<file path="config.mk">
export PLATFORM = sky130hd
export DESIGN_NAME = instruction_fetch_stage_flat
export DESIGN_NICKNAME = d
export VERILOG_FILES = /design/src/rtl/instruction_fetch_stage_pkg.sv /design/src/rtl/instruction_fetch_stage_if.sv /design/src/rtl/instruction_fetch_stage_skid_buffer.sv /design/src/rtl/instruction_fetch_stage.sv /design/src/flat_wrapper.sv
export SDC_FILE = /design/constraint.sdc
export NUM_CORES = 1
export LEC_CHECK = 0
export CAP_MARGIN = 20
export CORE_ASPECT_RATIO = 1.2
export CORE_UTILIZATION = 57
export CTS_CLUSTER_DIAMETER = 120
export CTS_CLUSTER_SIZE = 16
export DETAILED_ROUTE_END_ITERATION = 10
export DONT_BUFFER_PORTS = 1
export HOLD_SLACK_MARGIN = 0.05
export PLACE_DENSITY_LB_ADDON = 0.12
export SYNTH_ARGS = -nofsm -noshare
export SYNTH_HDL_FRONTEND = slang
export SYNTH_SLANG_ARGS = --single-unit
</file>
<file path="constraint.sdc">
create_clock -name CLK -period 3.8 [get_ports CLK]
set_clock_uncertainty 0.1 [all_clocks]
set_input_delay 0.38 -clock CLK [delete_from_list [all_inputs] [get_ports CLK]]
set_output_delay 0.38 -clock CLK [all_outputs]
set_load 0.02 [all_outputs]
</file>
<file path="src/rtl/instruction_fetch_stage_pkg.sv">
// Shared types and constants for the instruction fetch stage.
package riscv_fetch_pkg;

  localparam logic [31:0] NOP_INSTRUCTION = 32'h0000_0013;
  localparam logic [31:0] PC_STEP         = 32'd4;

  typedef enum logic [1:0] {IDLE, REQUEST, WAIT, DISCARD} fetch_state_t;

  typedef struct packed {
    logic [31:0] pc;
    logic [31:0] instr;
  } fetch_entry_t;

endpackage

</file>
<file path="src/rtl/instruction_fetch_stage_if.sv">
// Instruction-cache request/response bundle between fetch (master) and cache (slave).
interface instruction_fetch_stage_if;
  logic        ICACHE_REQ_VALID;
  logic        ICACHE_REQ_READY;
  logic [31:0] ICACHE_ADDRESS;
  logic        ICACHE_RESP_VALID;
  logic [31:0] ICACHE_RESP_DATA;

  modport master (
    output ICACHE_REQ_VALID, ICACHE_ADDRESS,
    input  ICACHE_REQ_READY, ICACHE_RESP_VALID, ICACHE_RESP_DATA
  );

  modport slave (
    input  ICACHE_REQ_VALID, ICACHE_ADDRESS,
    output ICACHE_REQ_READY, ICACHE_RESP_VALID, ICACHE_RESP_DATA
  );
endinterface

</file>
<file path="src/rtl/instruction_fetch_stage_skid_buffer.sv">
// One-entry holding register for a response that arrives while decode is stalled.
module fetch_skid_buffer
  import riscv_fetch_pkg::*;
(
  input  logic         CLK,
  input  logic         RST,
  input  logic         wr_en,
  input  logic         rd_en,
  input  logic         flush,
  input  fetch_entry_t wr_data,
  output fetch_entry_t rd_data,
  output logic         valid
);

  always_ff @(posedge CLK) begin
    if (RST || flush) begin
      valid <= 1'b0;
    end else if (wr_en) begin
      valid   <= 1'b1;
      rd_data <= wr_data;
    end else if (rd_en) begin
      valid <= 1'b0;
    end
  end

endmodule

</file>
<file path="src/rtl/instruction_fetch_stage.sv">
// Fetch stage: PC generation, single-outstanding icache requests, IF/ID register.
// Optional FETCH_PERF_COUNTERS_EN adds BUBBLE_COUNT / REDIRECT_COUNT outputs.
module instruction_fetch_stage
  import riscv_fetch_pkg::*;
#(
  parameter logic [31:0] RESET_PC        = 32'h0000_0000,
  parameter logic [31:0] NOP_INSTRUCTION = riscv_fetch_pkg::NOP_INSTRUCTION
) (
  input  logic                       CLK,
  input  logic                       RST,
  input  logic                       STALL_FETCH_STAGE,
  input  logic                       BRANCH_TAKEN,
  input  logic [31:0]                BRANCH_TARGET,
  instruction_fetch_stage_if.master  icache,
  output logic [31:0]                PC_OUT,
  output logic [31:0]                INSTRUCTION_OUT,
  output logic                       INSTRUCTION_VALID
`ifdef FETCH_PERF_COUNTERS_EN
  ,
  output logic [31:0]                BUBBLE_COUNT,
  output logic [31:0]                REDIRECT_COUNT
`endif
);

  fetch_state_t state, state_nxt;
  logic [31:0]  fetch_pc, fetch_pc_nxt;
  fetch_entry_t out_q, buf_q, resp_entry;
  logic         out_vld;
  logic         buf_vld, hs, resp_acc, out_load, out_bubble;

  assign icache.ICACHE_REQ_VALID = (state == REQUEST) && !buf_vld;
  assign icache.ICACHE_ADDRESS   = fetch_pc;

  assign hs         = icache.ICACHE_REQ_VALID && icache.ICACHE_REQ_READY;
  // A redirect in the same cycle as the response kills it.
  assign resp_acc   = (state == WAIT) && icache.ICACHE_RESP_VALID && !BRANCH_TAKEN;
  assign resp_entry = '{pc: fetch_pc, instr: icache.ICACHE_RESP_DATA};
  assign out_load   = BRANCH_TAKEN || !STALL_FETCH_STAGE;
  assign out_bubble = BRANCH_TAKEN || (!buf_vld && !resp_acc);

  always_comb begin
    state_nxt = state;
    case (state)
      IDLE:    state_nxt = REQUEST;
      REQUEST: if (hs) state_nxt = BRANCH_TAKEN ? DISCARD : WAIT;
      WAIT: begin
        if (icache.ICACHE_RESP_VALID) state_nxt = REQUEST;
        else if (BRANCH_TAKEN)        state_nxt = DISCARD;
      end
      DISCARD: if (icache.ICACHE_RESP_VALID) state_nxt = REQUEST;
      default: state_nxt = IDLE;
    endcase
  end

  always_comb begin
    fetch_pc_nxt = fetch_pc;
    if (BRANCH_TAKEN)  fetch_pc_nxt = BRANCH_TARGET & 32'hFFFF_FFFC;
    else if (resp_acc) fetch_pc_nxt = fetch_pc + PC_STEP;
  end

  always_ff @(posedge CLK) begin
    if (RST) begin
      state    <= IDLE;
      fetch_pc <= RESET_PC;
      out_q    <= '{pc: 32'h0, instr: NOP_INSTRUCTION};
      out_vld  <= 1'b0;
    end else begin
      state    <= state_nxt;
      fetch_pc <= fetch_pc_nxt;
      if (out_load) begin
        if (out_bubble) begin
          out_q   <= '{pc: 32'h0, instr: NOP_INSTRUCTION};
          out_vld <= 1'b0;
        end else begin
          out_q   <= buf_vld ? buf_q : resp_entry;
          out_vld <= 1'b1;
        end
      end
    end
  end

  fetch_skid_buffer u_skid (
    .CLK     (CLK),
    .RST     (RST),
    .wr_en   (resp_acc && STALL_FETCH_STAGE),
    .rd_en   (buf_vld && !STALL_FETCH_STAGE && !BRANCH_TAKEN),
    .flush   (BRANCH_TAKEN),
    .wr_data (resp_entry),
    .rd_data (buf_q),
    .valid   (buf_vld)
  );

  assign PC_OUT            = out_q.pc;
  assign INSTRUCTION_OUT   = out_q.instr;
  assign INSTRUCTION_VALID = out_vld;

`ifdef FETCH_PERF_COUNTERS_EN
  always_ff @(posedge CLK) begin
    if (RST) begin
      BUBBLE_COUNT   <= 32'h0;
      REDIRECT_COUNT <= 32'h0;
    end else begin
      if (out_load && out_bubble && BUBBLE_COUNT != 32'hFFFF_FFFF)
        BUBBLE_COUNT <= BUBBLE_COUNT + 32'd1;
      if (BRANCH_TAKEN && REDIRECT_COUNT != 32'hFFFF_FFFF)
        REDIRECT_COUNT <= REDIRECT_COUNT + 32'd1;
    end
  end
`endif

endmodule

</file>
<file path="src/flat_wrapper.sv">
// flat-port wrapper written by rule: the top's interface ports become plain ports
module instruction_fetch_stage_flat import riscv_fetch_pkg::*;
#(
  parameter logic [31:0] RESET_PC        = 32'h0000_0000,
  parameter logic [31:0] NOP_INSTRUCTION = riscv_fetch_pkg::NOP_INSTRUCTION
)
  (CLK, RST, STALL_FETCH_STAGE, BRANCH_TAKEN, BRANCH_TARGET, PC_OUT, INSTRUCTION_OUT, INSTRUCTION_VALID, icache_ICACHE_REQ_VALID, icache_ICACHE_ADDRESS, icache_ICACHE_REQ_READY, icache_ICACHE_RESP_VALID, icache_ICACHE_RESP_DATA);
  instruction_fetch_stage_if icache_i ();
  input  logic CLK;
  input  logic RST;
  input  logic STALL_FETCH_STAGE;
  input  logic BRANCH_TAKEN;
  input  logic [31:0] BRANCH_TARGET;
  output logic [31:0] PC_OUT;
  output logic [31:0] INSTRUCTION_OUT;
  output logic INSTRUCTION_VALID;
  output wire logic [$bits(icache_i.ICACHE_REQ_VALID)-1:0] icache_ICACHE_REQ_VALID;
  output wire logic [$bits(icache_i.ICACHE_ADDRESS)-1:0] icache_ICACHE_ADDRESS;
  input wire logic [$bits(icache_i.ICACHE_REQ_READY)-1:0] icache_ICACHE_REQ_READY;
  input wire logic [$bits(icache_i.ICACHE_RESP_VALID)-1:0] icache_ICACHE_RESP_VALID;
  input wire logic [$bits(icache_i.ICACHE_RESP_DATA)-1:0] icache_ICACHE_RESP_DATA;
  assign icache_ICACHE_REQ_VALID = icache_i.ICACHE_REQ_VALID;
  assign icache_ICACHE_ADDRESS = icache_i.ICACHE_ADDRESS;
  assign icache_i.ICACHE_REQ_READY = icache_ICACHE_REQ_READY;
  assign icache_i.ICACHE_RESP_VALID = icache_ICACHE_RESP_VALID;
  assign icache_i.ICACHE_RESP_DATA = icache_ICACHE_RESP_DATA;
  instruction_fetch_stage #(.RESET_PC(RESET_PC), .NOP_INSTRUCTION(NOP_INSTRUCTION)) u_core (.CLK(CLK), .RST(RST), .STALL_FETCH_STAGE(STALL_FETCH_STAGE), .BRANCH_TAKEN(BRANCH_TAKEN), .BRANCH_TARGET(BRANCH_TARGET), .icache(icache_i), .PC_OUT(PC_OUT), .INSTRUCTION_OUT(INSTRUCTION_OUT), .INSTRUCTION_VALID(INSTRUCTION_VALID));
endmodule
</file>
==> impl_metrics.sql <==
INSERT INTO impl_metrics (metric_group, metric, value, unit) VALUES
('layout', 'filler_cell_count', '805', ''),
('sta', 'tightestPinTransition', '984', 'ps'),
('clock_network', 'cts_tree', 'done', ''),
('worst_setup_path', 'critPathMaxFanout', '12', ''),
('grt', 'antenna_found_initial', '0', ''),
('floorplanning', 'die_area', '11800', 'um^2'),
('pwr', 'switching_share', '23.2', '%'),
('sta', 'hold_violations', '0', ''),
('clock_network', 'clk_transition_reported_paths', '60', 'ps'),
('clock_network', 'clock_tree.buffer_depth', '2', ''),
('worst_setup_path', 'path_cells', 'ha_1, and4_1, nand4_1, o31a_1, a221oi_1, dlygate4sd3_1', ''),
('clock_network', 'cts_hold_buf', '58', ''),
('sta', 'final_min_period_over_clock_period', '81.2', '%'),
('layout', 'areaGrowthSynthToFinish', '19.8', '%'),
('clock_network', 'postCtsSetupBuffers', '0', ''),
('grt', 'grt-ovfl-total', '0', ''),
('yosys', 'synth.cell_area', '6460', 'um^2'),
('pwr', 'clock_power_share', '44.8', '%'),
('yosys', 'average_size_of_a_mapped_cell', '10.8', 'um^2'),
('routing', 'drcViolationCount', '0', ''),
('pwr', 'pwr_density_cell', '496', 'nW/um^2'),
('yosys', 'dominantRegCellSynth', 'sky130_fd_sc_hd__dfxtp_1', ''),
('layout', 'final_nets', '715', ''),
('clock_network', 'clock-sinks', '158', ''),
('floorplanning', 'placementRows', '42', ''),
('grt', 'largest_net_degree_at_the_start_of_global_routing', '53', ''),
('clock_network', 'cts_root_buffer', 'sky130_fd_sc_hd__clkbuf_16', ''),
('placed_design', 'place.detailed.instances', '695', ''),
('clock_network', 'cts_buffers', '17', ''),
('yosys', 'sequential_area_share_after_synthesis', '58.5', '%'),
('clock_network', 'post_cts_resized', '0', ''),
('yosys', 'netlist_instances', '596', ''),
('placed_design', 'buffer_ports.inserted', '0', ''),
('worst_setup_path', 'worst-endpoint-arrival', '3340', 'ps'),
('floorplanning', 'die-height', '119', 'um'),
('pwr', 'power.share.sequential', '49.3', '%'),
('routing', 'avgViaCountPerCell', '6.18', ''),
('pwr', 'irDropWorstVdd', '0.337', 'mV'),
('pwr', 'power.net_switching', '0.891', 'mW'),
('worst_setup_path', 'cp-end-kind', 'register', ''),
('routing', 'num_vias', '4854', ''),
('placed_design', 'gpl.final_weighted_congestion', '0.769', ''),
('yosys', 'ys_ff_latch', '158', ''),
('yosys', 'async_reset_ff_share', '0', '%'),
('worst_setup_path', 'crit_path_buf_inv_count', '1', ''),
('yosys', 'synth_enable_flop_cells', '62', ''),
('worst_setup_path', 'timing.setup.critical_path_class', 'reg2reg', ''),
('yosys', 'synth.lib_cells_used.distinct', '53', ''),
('worst_setup_path', 'critical_path_slowest_stage_cell', 'sky130_fd_sc_hd__dfxtp_1', ''),
('worst_setup_path', 'timing.critical_path.from_type', 'register', ''),
('yosys', 'synth.area.top_cells', 'sky130_fd_sc_hd__dfxtp_1, sky130_fd_sc_hd__edfxtp_1, sky130_fd_sc_hd__mux2i_1', ''),
('clock_network', 'cts_htree_levels', '4', ''),
('yosys', 'synth.cells.most_frequent', 'sky130_fd_sc_hd__dfxtp_1, sky130_fd_sc_hd__nand2_1, sky130_fd_sc_hd__o21ai_0', ''),
('routing', 'final_antenna_net_count', '0', ''),
('grt', 'grt_first_pass_wirelength', '24500', 'um'),
('yosys', 'synth_top_area_share', '29.7', '%'),
('routing', 'dr.first_iter.drc_count', '288', ''),
('layout', 'proportion_of_layout_cells_with_a_drive_suffix_above_1', '7.49', '%'),
('placed_design', 'dp_hpwl', '9820', 'um'),
('routing', 'wl_per_cell', '19.7', 'um'),
('layout', 'instances_no_fill', '786', ''),
('grt', 'first_global_vias', '4733', ''),
('min_path', 'min_path_type', 'in2reg', ''),
('placed_design', 'placed_cell_area', '6560', 'um^2'),
('clock_network', 'clkLatencyLatePin', '410', 'ps'),
('run_status', 'outcome', 'completed', ''),
('pwr', 'comb_power_share', '5.9', '%'),
('sta', 'grt_setup_unrepaired', 'false', ''),
('routing', 'postRouteWirelength', '15500', 'um'),
('worst_setup_path', 'critical-path-max-stage-delay', '620', 'ps'),
('floorplanning', 'die_width', '99.2', 'um');
==> placed cells by master, fill, tap and decap left out, types with 3 or more instances in the layout <==
cell	count
sky130_fd_sc_hd__nand3_1	14
sky130_fd_sc_hd__clkinv_1	4
sky130_fd_sc_hd__mux2i_1	59
sky130_fd_sc_hd__xnor2_1	6
sky130_fd_sc_hd__o2111a_1	3
sky130_fd_sc_hd__o22a_1	4
sky130_fd_sc_hd__and4_1	5
sky130_fd_sc_hd__a211oi_1	12
sky130_fd_sc_hd__dfxtp_1	95
sky130_fd_sc_hd__clkbuf_16	17
sky130_fd_sc_hd__ha_1	4
sky130_fd_sc_hd__dlygate4sd3_1	59
sky130_fd_sc_hd__nand2_1	81
sky130_fd_sc_hd__buf_4	4
sky130_fd_sc_hd__nor4_1	4
sky130_fd_sc_hd__or4_1	12
sky130_fd_sc_hd__edfxtp_1	62
sky130_fd_sc_hd__nor2_1	26
sky130_fd_sc_hd__a21oi_1	5
sky130_fd_sc_hd__and3_1	4
sky130_fd_sc_hd__mux2_2	3
sky130_fd_sc_hd__o31ai_1	8
sky130_fd_sc_hd__conb_1	4
sky130_fd_sc_hd__bufinv_16	3
sky130_fd_sc_hd__clkinv_4	4
sky130_fd_sc_hd__inv_1	8
sky130_fd_sc_hd__nand4_1	13
sky130_fd_sc_hd__a311oi_1	10
sky130_fd_sc_hd__nor3_1	7
sky130_fd_sc_hd__and2_1	3
sky130_fd_sc_hd__xor2_1	6
sky130_fd_sc_hd__o21ai_0	67
==> final timing paths <==
kind / start / end / slack [ps] / cells past startpoint
hold / removal: icache_ICACHE_RESP_DATA[18] / u_core.INSTRUCTION_OUT[18] / 60 / 2
setup reg to reg: u_core.icache.ICACHE_ADDRESS[2] / u_core.icache.ICACHE_ADDRESS[16] / 710 / 6
hold reg to reg: u_core.u_skid.rd_data[60] / u_core.PC_OUT[28] / 420 / 2
setup / recovery: u_core.icache.ICACHE_ADDRESS[2] / u_core.icache.ICACHE_ADDRESS[16] / 710 / 6
==> cells by family after synthesis <==
logic type      Yosys count  share of synthesized area (%)
flops                   158                           58.5
mux                      62                           9.66
compound gates          121                           11.9
other cells               1                         0.0580
simple gates            186                           14.2
buf+inv                  52                           3.31
fa+ha+maj                 4                          0.774
xor+xnor                 12                           1.63
==> through the flow <==
step,hold slack (ps),setup WS (ps),power (mW),util [%]
floorplan,379,752,2.05,-
global placement,355,1220,2.08,59.2
detailed placement,357,1060,2.10,59.4
CTS,51.9,727,3.86,70.1
global route,54.0,491,3.97,70.2
finish,57.9,713,3.84,70.2
==> final cells by class <==
cell class                      instances  area (um^2)  area share [%]
Clock buffer                           19          433            5.59
Clock inverter                         13          165            2.13
Inverter                               10         37.5           0.485
Multi-Input combinational cell        389         2500            32.2
Sequential cell                       158         3790            48.9
Tap cell                              132          165            2.13
Timing Repair Buffer                   65          661            8.53
==> registers in the layout, indices dropped and copies added (netlist names) <==
name,cells
u_core.u_skid.rd_data,62
u_core.u_skid.valid,1
u_core.INSTRUCTION_VALID,1
u_core.state,2
u_core.INSTRUCTION_OUT,32
u_core.PC_OUT,30
u_core.icache.ICACHE_ADDRESS,30
==> routing by layer <==
metal,GRT usage (%),vias up,part of all wire (%)
met2,43.6,182,49
met3,7.39,27,6.6
met4,10.5,0,2.3
li1,-,2286,-
met1,33.4,2359,42
met5,0,-,0
==> power by group through the flow <==
stage	Clock [mW]	Combinational [mW]	Sequential [mW]
after floorplan	0	0.148	1.91
after global placement	0	0.156	1.93
after detailed placement	0	0.168	1.93
after CTS	1.74	0.224	1.89
after global routing	1.82	0.248	1.90
final	1.72	0.227	1.89
Power figures use the tool's default switching activity.
==> RTL change: new RTL, same flow settings <==
The 4 states of `fetch_state_t` get a one-hot encoding in 4 bits.
--- a/src/rtl/instruction_fetch_stage_pkg.sv
+++ b/src/rtl/instruction_fetch_stage_pkg.sv
@@ -5,5 +5,5 @@
   localparam logic [31:0] PC_STEP         = 32'd4;
 
-  typedef enum logic [1:0] {IDLE, REQUEST, WAIT, DISCARD} fetch_state_t;
+  typedef enum logic [3:0] {IDLE = 4'b0001, REQUEST = 4'b0010, WAIT = 4'b0100, DISCARD = 4'b1000} fetch_state_t;
 
   typedef struct packed {
Formal check against the unedited RTL: no difference found for any inputs over 4 cycles, from zero or initial values and one cycle with RST high; so few cycles prove little.
==> RTL change against the unedited design <==
  * Total power shrank 2.2%
  * Non-clock buffer count shrank 5
  * Sequential cell count grew 2
  * Area after synthesis grew 2.3%
  * Combinational power shrank 22%
  * Setup slack gained 0.65 ns
  * Routed wire length grew 2.6%
  * Cell area grew 1.4%
  * Die area grew 2.3%
  * Largest cell class unchanged
  * Highest routed layer unchanged
==> RTL change: results (changes against the unedited design) <==
Pwr
  • Internal power: 2.913 mW (was 2.948 mW)
  • Max VDD drop: 0.3515 mV (was 0.3372 mV)

Finish
  • Share of cells above drive strength 1: 7.843% (was 7.492%)
  • # fillers: 814 (was 805)
  • Finished Layout Cells: 817 (was 786)
  • Fin nets: 721 (was 715)

Global route
  • GR Util met2: 46.62% (was 43.62%)
  • Met1 usage: 32.36% (was 33.36%)
  • Total GRT Usage: 27.13% (was 26.68%)
  • Met3 GRT Util: 7.804% (was 7.392%)
  • Vias in the first global route: 4923 (was 4733)
  • Largest net degree at the start of global routing: 66 (was 53)
  • First-pass GRT wire length: 25120 um (was 24510 um)

Critical path
  • WP data arrival: 2.61 ns (was 3.34 ns)
  • Crit path max-delay cell type: o21ai_4 (was dfxtp_1)
  • Crit path max fanout: 34 (was 12)

Logic synthesis
  • Part of the Yosys area used for sequential elements: 57.81% (was 58.54%)
  • EDFF count, synth: 62 (unchanged)
  • Post-Syn Instances: 614 (was 596)
  • Yosys cell types: 54 (was 53)
  • Post-synth top cells: dfxtp_1 (98), nand2_1 (78), o21ai_0 (70) (was dfxtp_1 (96), nand2_1 (81), o21ai_0 (67))
  • Area contributors post-synth: dfxtp_1 (30%), edfxtp_1 (28%), mux2i_1 (9.1%) (was dfxtp_1 (30%), edfxtp_1 (29%), mux2i_1 (9.1%))

Clock tree
  • Cts hold-fix bufs: 53 (was 58)

Routing
  • Wire per inst: 19.43 um (was 19.69 um)
  • Via count: 4847 (was 4854)
  • Drt pass-1 iters: 5 (was 4)
  • Initial DRC Count: 229 (was 288)

Placed design
  • Detailed-placement wirelength estimate: 9647 um (was 9821 um)
  • Place WS: 1.347 ns (was 1.063 ns)
  • DP Area: 6683 um^2 (was 6558 um^2)
  • Final GP Congestion: 0.7978 (was 0.7692)
  • Placed Cells incl. Taps: 730 (was 695)

STA
  • Relative slew slack: 26.55% (was 34.16%)

Outcome
  • Outcome: completed (unchanged)
[RTL change: changes by cell type after synthesis, sizes merged, moves of 3 or more]
cell	before	now
nor2	27	34
clkbuf	28	34
a311oi	10	15
xnor2	6	1
and2	4	8
nand3	16	12
o31ai	8	12
a21oi	5	8
ha	4	1
nor4	4	1
o2111a	3	0
o21ai	68	71
or4	13	16
[RTL change: worst reg2reg max path, stage by stage, from the launching register on]
cell	delay, ns
dfxtp_1	0.53
nand4bb_1	0.27
nor2_1	0.16
o21ai_4	0.61
buf_4	0.45
o21ai_0	0.20
[RTL change: final timing paths]
path,from,end,slack (ns),depth (start not counted)
max,u_core.state[0]$_SDFFE_PP1P_,u_core.INSTRUCTION_OUT[3]$_SDFFE_PP0P_,1.36,5
min,icache_ICACHE_RESP_DATA[2],u_core.INSTRUCTION_OUT[2]$_SDFFE_PP0P_,0.06,2
max reg2reg,u_core.state[0]$_SDFFE_PP1P_,u_core.INSTRUCTION_OUT[3]$_SDFFE_PP0P_,1.36,5
min reg2reg,u_core.u_skid.rd_data[24]$_DFFE_PP_,u_core.INSTRUCTION_OUT[24]$_SDFFE_PP0P_,0.43,2
[RTL change: power groups by stage]
stage | Sequential, mW | Combinational [mW] | Clock [mW]
final | 1.89 | 0.178 | 1.68
after global routing | 1.90 | 0.195 | 1.78
after CTS | 1.89 | 0.171 | 1.71
after detailed placement | 1.93 | 0.117 | 0
after global placement | 1.93 | 0.111 | 0
after floorplan | 1.90 | 0.125 | 0
[RTL change: cells by family (layout without fill, tap and decap cells)]
| logic type | count (synthesis) | after routing | share of synthesized area [%] |
|---|---|---|---|
| xor+xnor | 8 | 8 | 1.059 |
| simple gates | 197 | 197 | 15.36 |
| fa+ha+maj | 1 | 1 | 0.1891 |
| flops | 160 | 160 | 57.81 |
| other cells | 1 | 4 | 0.05670 |
| compound gates | 130 | 130 | 12.26 |
| mux | 63 | 63 | 9.591 |
| buf+inv | 54 | 100 | 3.670 |
[RTL change: stage by stage]
step	utilization, %	hold slack (ns)
floorplan	-	0.3789
global placement	59.98	0.3617
detailed placement	59.98	0.3627
CTS	70.05	0.05010
global route	70.47	0.05427
finish	70.47	0.06210
[RTL change: layout make-up]
class | count | share of cell area, %
Sequential cell | 160 | 48.75
Multi-Input combinational cell | 403 | 32.89
Timing Repair Buffer | 60 | 8.000
Clock buffer | 21 | 5.865
Tap cell | 154 | 2.454
Clock inverter | 11 | 1.657
Inverter | 8 | 0.3825
[RTL change: per-layer routing]
layer / wire length, um / part of all wire (%)
met5: 0 / 0
met1: 6547 / 41
met4: 150 / 0.94
met3: 1045 / 6.6
met2: 8135 / 51
